`config.mk`:
```
export PLATFORM = sky130hd
export DESIGN_NAME = bsg_decode_accum_flat
export DESIGN_NICKNAME = d
export VERILOG_FILES = /design/src/rtl/bsg_decode_accum_if.sv /design/src/rtl/bsg_decode_accum.sv /design/src/flat_wrapper.sv
export SDC_FILE = /design/constraint.sdc
export NUM_CORES = 1
export LEC_CHECK = 0
export ABC_AREA = 1
export BUFFER_PORTS_ARGS = -buffer_cell sky130_fd_sc_hd__clkbuf_2
export CORE_MARGIN = 1
export CORE_UTILIZATION = 53
export DETAILED_ROUTE_END_ITERATION = 8
export GPL_TIMING_DRIVEN = 0
export PLACE_DENSITY = 0.79
export REMOVE_ABC_BUFFERS = 1
export SKIP_LAST_GASP = 1
export SLEW_MARGIN = 40
export SYNTH_ARGS = -nofsm -noshare
export SYNTH_HDL_FRONTEND = slang
export SYNTH_SLANG_ARGS = --single-unit
```
`constraint.sdc`:
```
create_clock -name clk_i -period 1.76 [get_ports clk_i]
set_clock_uncertainty 0.2 [all_clocks]
set_input_delay 0.528 -clock clk_i [delete_from_list [all_inputs] [get_ports clk_i]]
set_output_delay 0.528 -clock clk_i [all_outputs]
set_load 0.01 [all_outputs]
```
`src/rtl/bsg_decode_accum_if.sv`:
```
// Handshake bundle for bsg_decode_accum.
//   Index side  (ready/valid): v_i, addr_i, last_i -> block; ready_o <- block.
//   Result side (valid/yumi) : v_o, mask_o, count_o, err_o <- block; yumi_i -> block.
// master: the environment driving indices and consuming results.
// slave : the accumulator itself.
interface bsg_decode_accum_if #(
  parameter int unsigned width_p    = 16,
  parameter int unsigned lg_width_p = $clog2(width_p)
);
  logic                  v_i;
  logic [lg_width_p-1:0] addr_i;
  logic                  last_i;
  logic                  ready_o;
  logic                  v_o;
  logic [width_p-1:0]    mask_o;
  logic [lg_width_p:0]   count_o;
  logic [1:0]            err_o;
  logic                  yumi_i;

  modport master (
    output v_i, addr_i, last_i, yumi_i,
    input  ready_o, v_o, mask_o, count_o, err_o
  );

  modport slave (
    input  v_i, addr_i, last_i, yumi_i,
    output ready_o, v_o, mask_o, count_o, err_o
  );
endinterface

```
`src/rtl/bsg_decode_accum.sv`:
```
// bsg_decode_accum: rebuilds a width_p-wide bit mask from a stream of bit
// indices. Each accepted index sets its mask bit; a beat flagged last closes
// the packet and the mask, its population count and error flags are offered
// downstream until the consumer yumis them.
// Ports:
//   clk_i      clock, rising edge
//   reset_n_i  asynchronous active-low reset
//   bus        bsg_decode_accum_if slave modport
//     v_i/addr_i/last_i/ready_o  index stream (ready/valid)
//     v_o/mask_o/count_o/err_o/yumi_i  packet result (valid/yumi)
//     err_o[0] duplicate index seen, err_o[1] out-of-range index seen
module bsg_decode_accum #(
  parameter int unsigned width_p    = 16,
  parameter int unsigned lg_width_p = $clog2(width_p)
) (
  input  logic               clk_i,
  input  logic               reset_n_i,
  bsg_decode_accum_if.slave  bus
);

  localparam int unsigned count_w_lp = lg_width_p + 1;
  localparam logic [width_p-1:0] one_lp = {{(width_p-1){1'b0}}, 1'b1};

  typedef enum logic {
    ACCUM_S = 1'b0,
    HOLD_S  = 1'b1
  } state_e;

  state_e                state_q, state_d;
  logic [width_p-1:0]    mask_q, mask_d;
  logic [count_w_lp-1:0] count_q, count_d;
  logic [1:0]            err_q, err_d;

  logic [width_p-1:0]    dec;
  logic                  hit;
  logic                  oor;
  logic                  accept;

  // One-hot of the incoming index; an out-of-range index shifts to all zero.
  assign dec    = one_lp << bus.addr_i;
  assign hit    = |(mask_q & dec);
  assign accept = bus.v_i && (state_q == ACCUM_S);

  // Out-of-range indices exist only when width_p is not a power of two.
  if ((1 << lg_width_p) == width_p) begin : g_pow2
    assign oor = 1'b0;
  end else begin : g_npow2
    assign oor = ({1'b0, bus.addr_i} >= count_w_lp'(width_p));
  end

  // Next-state and accumulator update.
  always_comb begin
    state_d = state_q;
    mask_d  = mask_q;
    count_d = count_q;
    err_d   = err_q;
    unique case (state_q)
      ACCUM_S: begin
        if (accept) begin
          if (oor) begin
            err_d[1] = 1'b1;
          end else if (hit) begin
            err_d[0] = 1'b1;
          end else begin
            mask_d  = mask_q | dec;
            count_d = count_q + count_w_lp'(1);
          end
          if (bus.last_i) begin
            state_d = HOLD_S;
          end
        end
      end
      HOLD_S: begin
        // Result is consumed and the accumulator is emptied on the same edge.
        if (bus.yumi_i) begin
          state_d = ACCUM_S;
          mask_d  = '0;
          count_d = '0;
          err_d   = '0;
        end
      end
      default: begin
        state_d = ACCUM_S;
      end
    endcase
  end

  // State and accumulator registers.
  always_ff @(posedge clk_i or negedge reset_n_i) begin
    if (!reset_n_i) begin
      state_q <= ACCUM_S;
      mask_q  <= '0;
      count_q <= '0;
      err_q   <= '0;
    end else begin
      state_q <= state_d;
      mask_q  <= mask_d;
      count_q <= count_d;
      err_q   <= err_d;
    end
  end

  // Handshake outputs decode registered state only.
  assign bus.ready_o = (state_q == ACCUM_S);
  assign bus.v_o     = (state_q == HOLD_S);
  assign bus.mask_o  = mask_q;
  assign bus.count_o = count_q;
  assign bus.err_o   = err_q;

endmodule
```
`src/flat_wrapper.sv`:
```
// flat-port wrapper written by rule: the top's interface ports become plain ports
module bsg_decode_accum_flat 
#(
  parameter int unsigned width_p    = 16,
  parameter int unsigned lg_width_p = $clog2(width_p)
)
  (clk_i, reset_n_i, bus_v_i, bus_addr_i, bus_last_i, bus_yumi_i, bus_ready_o, bus_v_o, bus_mask_o, bus_count_o, bus_err_o);
  bsg_decode_accum_if #(.width_p(width_p), .lg_width_p(lg_width_p)) bus_i ();
  input  logic clk_i;
  input  logic reset_n_i;
  input wire logic [$bits(bus_i.v_i)-1:0] bus_v_i;
  input wire logic [$bits(bus_i.addr_i)-1:0] bus_addr_i;
  input wire logic [$bits(bus_i.last_i)-1:0] bus_last_i;
  input wire logic [$bits(bus_i.yumi_i)-1:0] bus_yumi_i;
  output wire logic [$bits(bus_i.ready_o)-1:0] bus_ready_o;
  output wire logic [$bits(bus_i.v_o)-1:0] bus_v_o;
  output wire logic [$bits(bus_i.mask_o)-1:0] bus_mask_o;
  output wire logic [$bits(bus_i.count_o)-1:0] bus_count_o;
  output wire logic [$bits(bus_i.err_o)-1:0] bus_err_o;
  assign bus_i.v_i = bus_v_i;
  assign bus_i.addr_i = bus_addr_i;
  assign bus_i.last_i = bus_last_i;
  assign bus_i.yumi_i = bus_yumi_i;
  assign bus_ready_o = bus_i.ready_o;
  assign bus_v_o = bus_i.v_o;
  assign bus_mask_o = bus_i.mask_o;
  assign bus_count_o = bus_i.count_o;
  assign bus_err_o = bus_i.err_o;
  bsg_decode_accum #(.width_p(width_p), .lg_width_p(lg_width_p)) u_core (.clk_i(clk_i), .reset_n_i(reset_n_i), .bus(bus_i));
endmodule
```
==> metrics <==
Sequential Area=577 µm²; CP Capture Type=output port; post-synth cell types=24; CTS tree=yes; worst stage delay on the critical path=0.50 ns; leakage=1.07 nW; most common cell after layout, fill and taps aside=nand2_1; DIE AREA=3040 µm²; largest area contributor in the netlist=dfrtp_1; crit path max-delay cell type=dfrtp_2; Post-Syn Area=1500 µm²; Clock Latency Late Sink=0.33 ns; Critical Path RT=just over 1 ns; Crit Path Max Fanout=3; end of the worst register-to-register path=u_core.bus.mask_o[6]$_DFFE_PN0P_; GPL Wtd Cong=0.828; syn avg cell area=a little over 7 µm²; Final Util=79.0%; most frequent CP cell=buf_6; Gate Count Post-Synth=~210; first-pass GRT wire length=roughly 6300 µm; final worst path period share=103%; Final Hold Violating Endpoints=0; worst reg2reg path depth=7; register area share after synthesis=38.5%; ANT cells=0; Pwr Density=1060 nW/µm²; CTS Sinks=23; Switching Share=43.4%; Slew Limit Fails=0; Via density=5.91; Core ar.=2570 µm²; met3 wire length=~330 µm; post-synth top area share=38.5%; fill count=183; Area Overhead vs Synth=35.5%; Finish-stage setup viols=1; # DRC=0; Seq pwr share=39.9%; antenna-violating nets left=0; routed wire length=4530 µm; clock share of power=12.5%; RSZ-0062 raised after global routing=yes; Worst Hold Slack=roughly 0.23 ns; Initial DRT Pass Iterations=4; vias=1697; area of the multi-input gates=878 µm²; IO Port Bufs=32; CP startpoint=u_core.bus.v_o$_DFF_PN0_; status=finished with violations; largest net degree at the start of global routing=24; CP arrival=around 1.1 ns; H-tree level count=1; crit path to=bus_v_o; yosys warns=0; Seq cells post-synth=23; layout cells sized above 1=around 36%; setup slack, reg-to-reg=0 ns; Max Fclk=0.550 GHz; worst path cell trace=buf_6 > buf_6; Internal Pwr Total=between 1 and 1.5 mW; Worst slew margin=61.7%; initial antenna violation count=0; combinational power share=47.6%; maximum clock path buffer count=2; DRT met1 WL=between 1500 and 2000 µm; commonest non-fill, non-tap cells in the layout=nand2_1 (58), clkbuf_2 (26), dfrtp_1 (22); Setup WS post-layout=-0.0570 ns; highest metal used=met4; worst slew pin tran=0.573 ns; Tmin final=roughly 1.8 ns; CTS root buffer=clkbuf_4; met2 WL=2320 µm; vias in the first global route=1426; total congestion overflow=0; crit path launch type=flip-flop; Crit Path Class=flip-flop to output port; clk slew on worst S/H paths=~0.14 ns; Max Cap Viol=0; per-cell routed wire length=15.8 µm; Final nets=268; peak supply drop=1010 µV; TNS Setup=-0.0570 ns; NetSw=0.933 mW; io pins=34; FP Rows=18; HPWL Detailed=2200 µm; Die Y=between 50 and 60 µm; TritonCTS Buffers=3; initial DRC count=54; gr usage total=29.4%; Starting Density=58.3%; synth top area cells=dfrtp_1 (38%), nand2_1 (15%), nand4_1 (8.8%); min-delay worst type=input port to flip-flop; die width=55.1 µm; failing checks=setup timing; Crit Reg-Reg Startpoint=u_core.bus.v_o$_DFF_PN0_
power by group through the flow:
stage	Combinational [mW]	Clock [mW]	Sequential [mW]
3_3_place_gp	0.741	0	0.856
6_report	1.02	0.269	0.856
3_5_place_dp	0.760	0	0.860
2_1_floorplan	0.407	0	0.906
4_1_cts	0.897	0.266	0.846
5_1_grt	1.11	0.287	0.880
registers in the layout (all words and copies together), names as in the netlist:
name and count:
u_core.bus.err_o 1, u_core.bus.v_o 1, u_core.bus.mask_o 16, u_core.bus.count_o 5
per-stage QoR:
stage | cells | cell area (µm²) | setup WS [ns] | power (mW)
finish | 287 | 2030 | -0.0570 | 2.15
global route | 287 | 2030 | -0.0927 | 2.28
CTS | 277 | 1850 | -0.0493 | 2.01
detailed placement | 256 | 1620 | -0.743 | 1.62
global placement | 256 | 1610 | -1.69 | 1.60
floorplan | 194 | 1410 | -0.833 | 1.31
routing by layer:
layer	global-route usage, %	vias up
met5	0	-
met4	11.3	0
met3	8.20	14
met2	50.2	89
met1	34.9	802
li1	-	792
cells in the mapped netlist, drive strengths merged:
| cell | instances |
|---|---|
| xor2 | 2 |
| nand4 | 21 |
| inv | 16 |
| nand3 | 21 |
| dfrtp | 23 |
| a31o | 9 |
| buf | 10 |
| ha | 1 |
| clkinv | 3 |
| nor2 | 25 |
| conb | 1 |
| a21oi | 7 |
| nand2 | 62 |
| xnor2 | 1 |
| o21ai | 2 |
| clkbuf | 4 |
repair_timing:
| action | in CTS | in global routing |
|---|---|---|
| resized for setup | 17 | 25 |
| hold buffers | 1 | 0 |
| cloned | 2 | 2 |
| setup buffers | 14 | 8 |
| pin swaps | 1 | 18 |
| setup endpoints to repair | 23 | 24 |
| hold endpoints to repair | 23 | 0 |
cell families (layout without fill, tap and decap cells):
family / Yosys count / in the layout / synth area share (%)
AND/OR/NAND/NOR: 129 / 132 / 40.0
buffers and inverters: 33 / 78 / 10.5
AO/OA/AOI/OAI: 18 / 19 / 8.28
other: 1 / 1 / 0.251
adder cells (fa/ha/maj): 1 / 1 / 0.836
flip-flops: 23 / 23 / 38.5
XOR/XNOR: 3 / 3 / 1.76
critical path, delay by kind of cell (launching register included):
| kind | cells | cell delay (ns) |
|---|---|---|
| flip-flops | 1 | 0.50 |
| buffers and inverters | 2 | 0.26 |
area by class of cell:
class                      count  share of cell area, %
multi-input combinational    156                   43.3
clock inverter                 1                  0.370
tap                           30                   1.85
clock buffer                   3                   1.11
timing repair buffer          55                   20.6
inverter                      19                   4.32
sequential                    23                   28.4
how the worst min path moves through the flow:
stage | to | cells after the start | startpoint | slack [ns]
floorplan | u_core.bus.count_o[0]$_DFFE_PN0P_ | 0 | reset_n_i | 0.03
global placement | u_core.bus.err_o[0]$_DFFE_PN0P_ | 2 | u_core.bus.err_o[0]$_DFFE_PN0P_ | 0.28
detailed placement | u_core.bus.mask_o[13]$_DFFE_PN0P_ | 2 | u_core.bus.mask_o[13]$_DFFE_PN0P_ | 0.28
CTS | u_core.bus.v_o$_DFF_PN0_ | 2 | bus_last_i | 0.23
global route | u_core.bus.v_o$_DFF_PN0_ | 2 | bus_last_i | 0.22
finish | u_core.bus.v_o$_DFF_PN0_ | 2 | bus_last_i | 0.23
(Power assumes the default switching activity.)
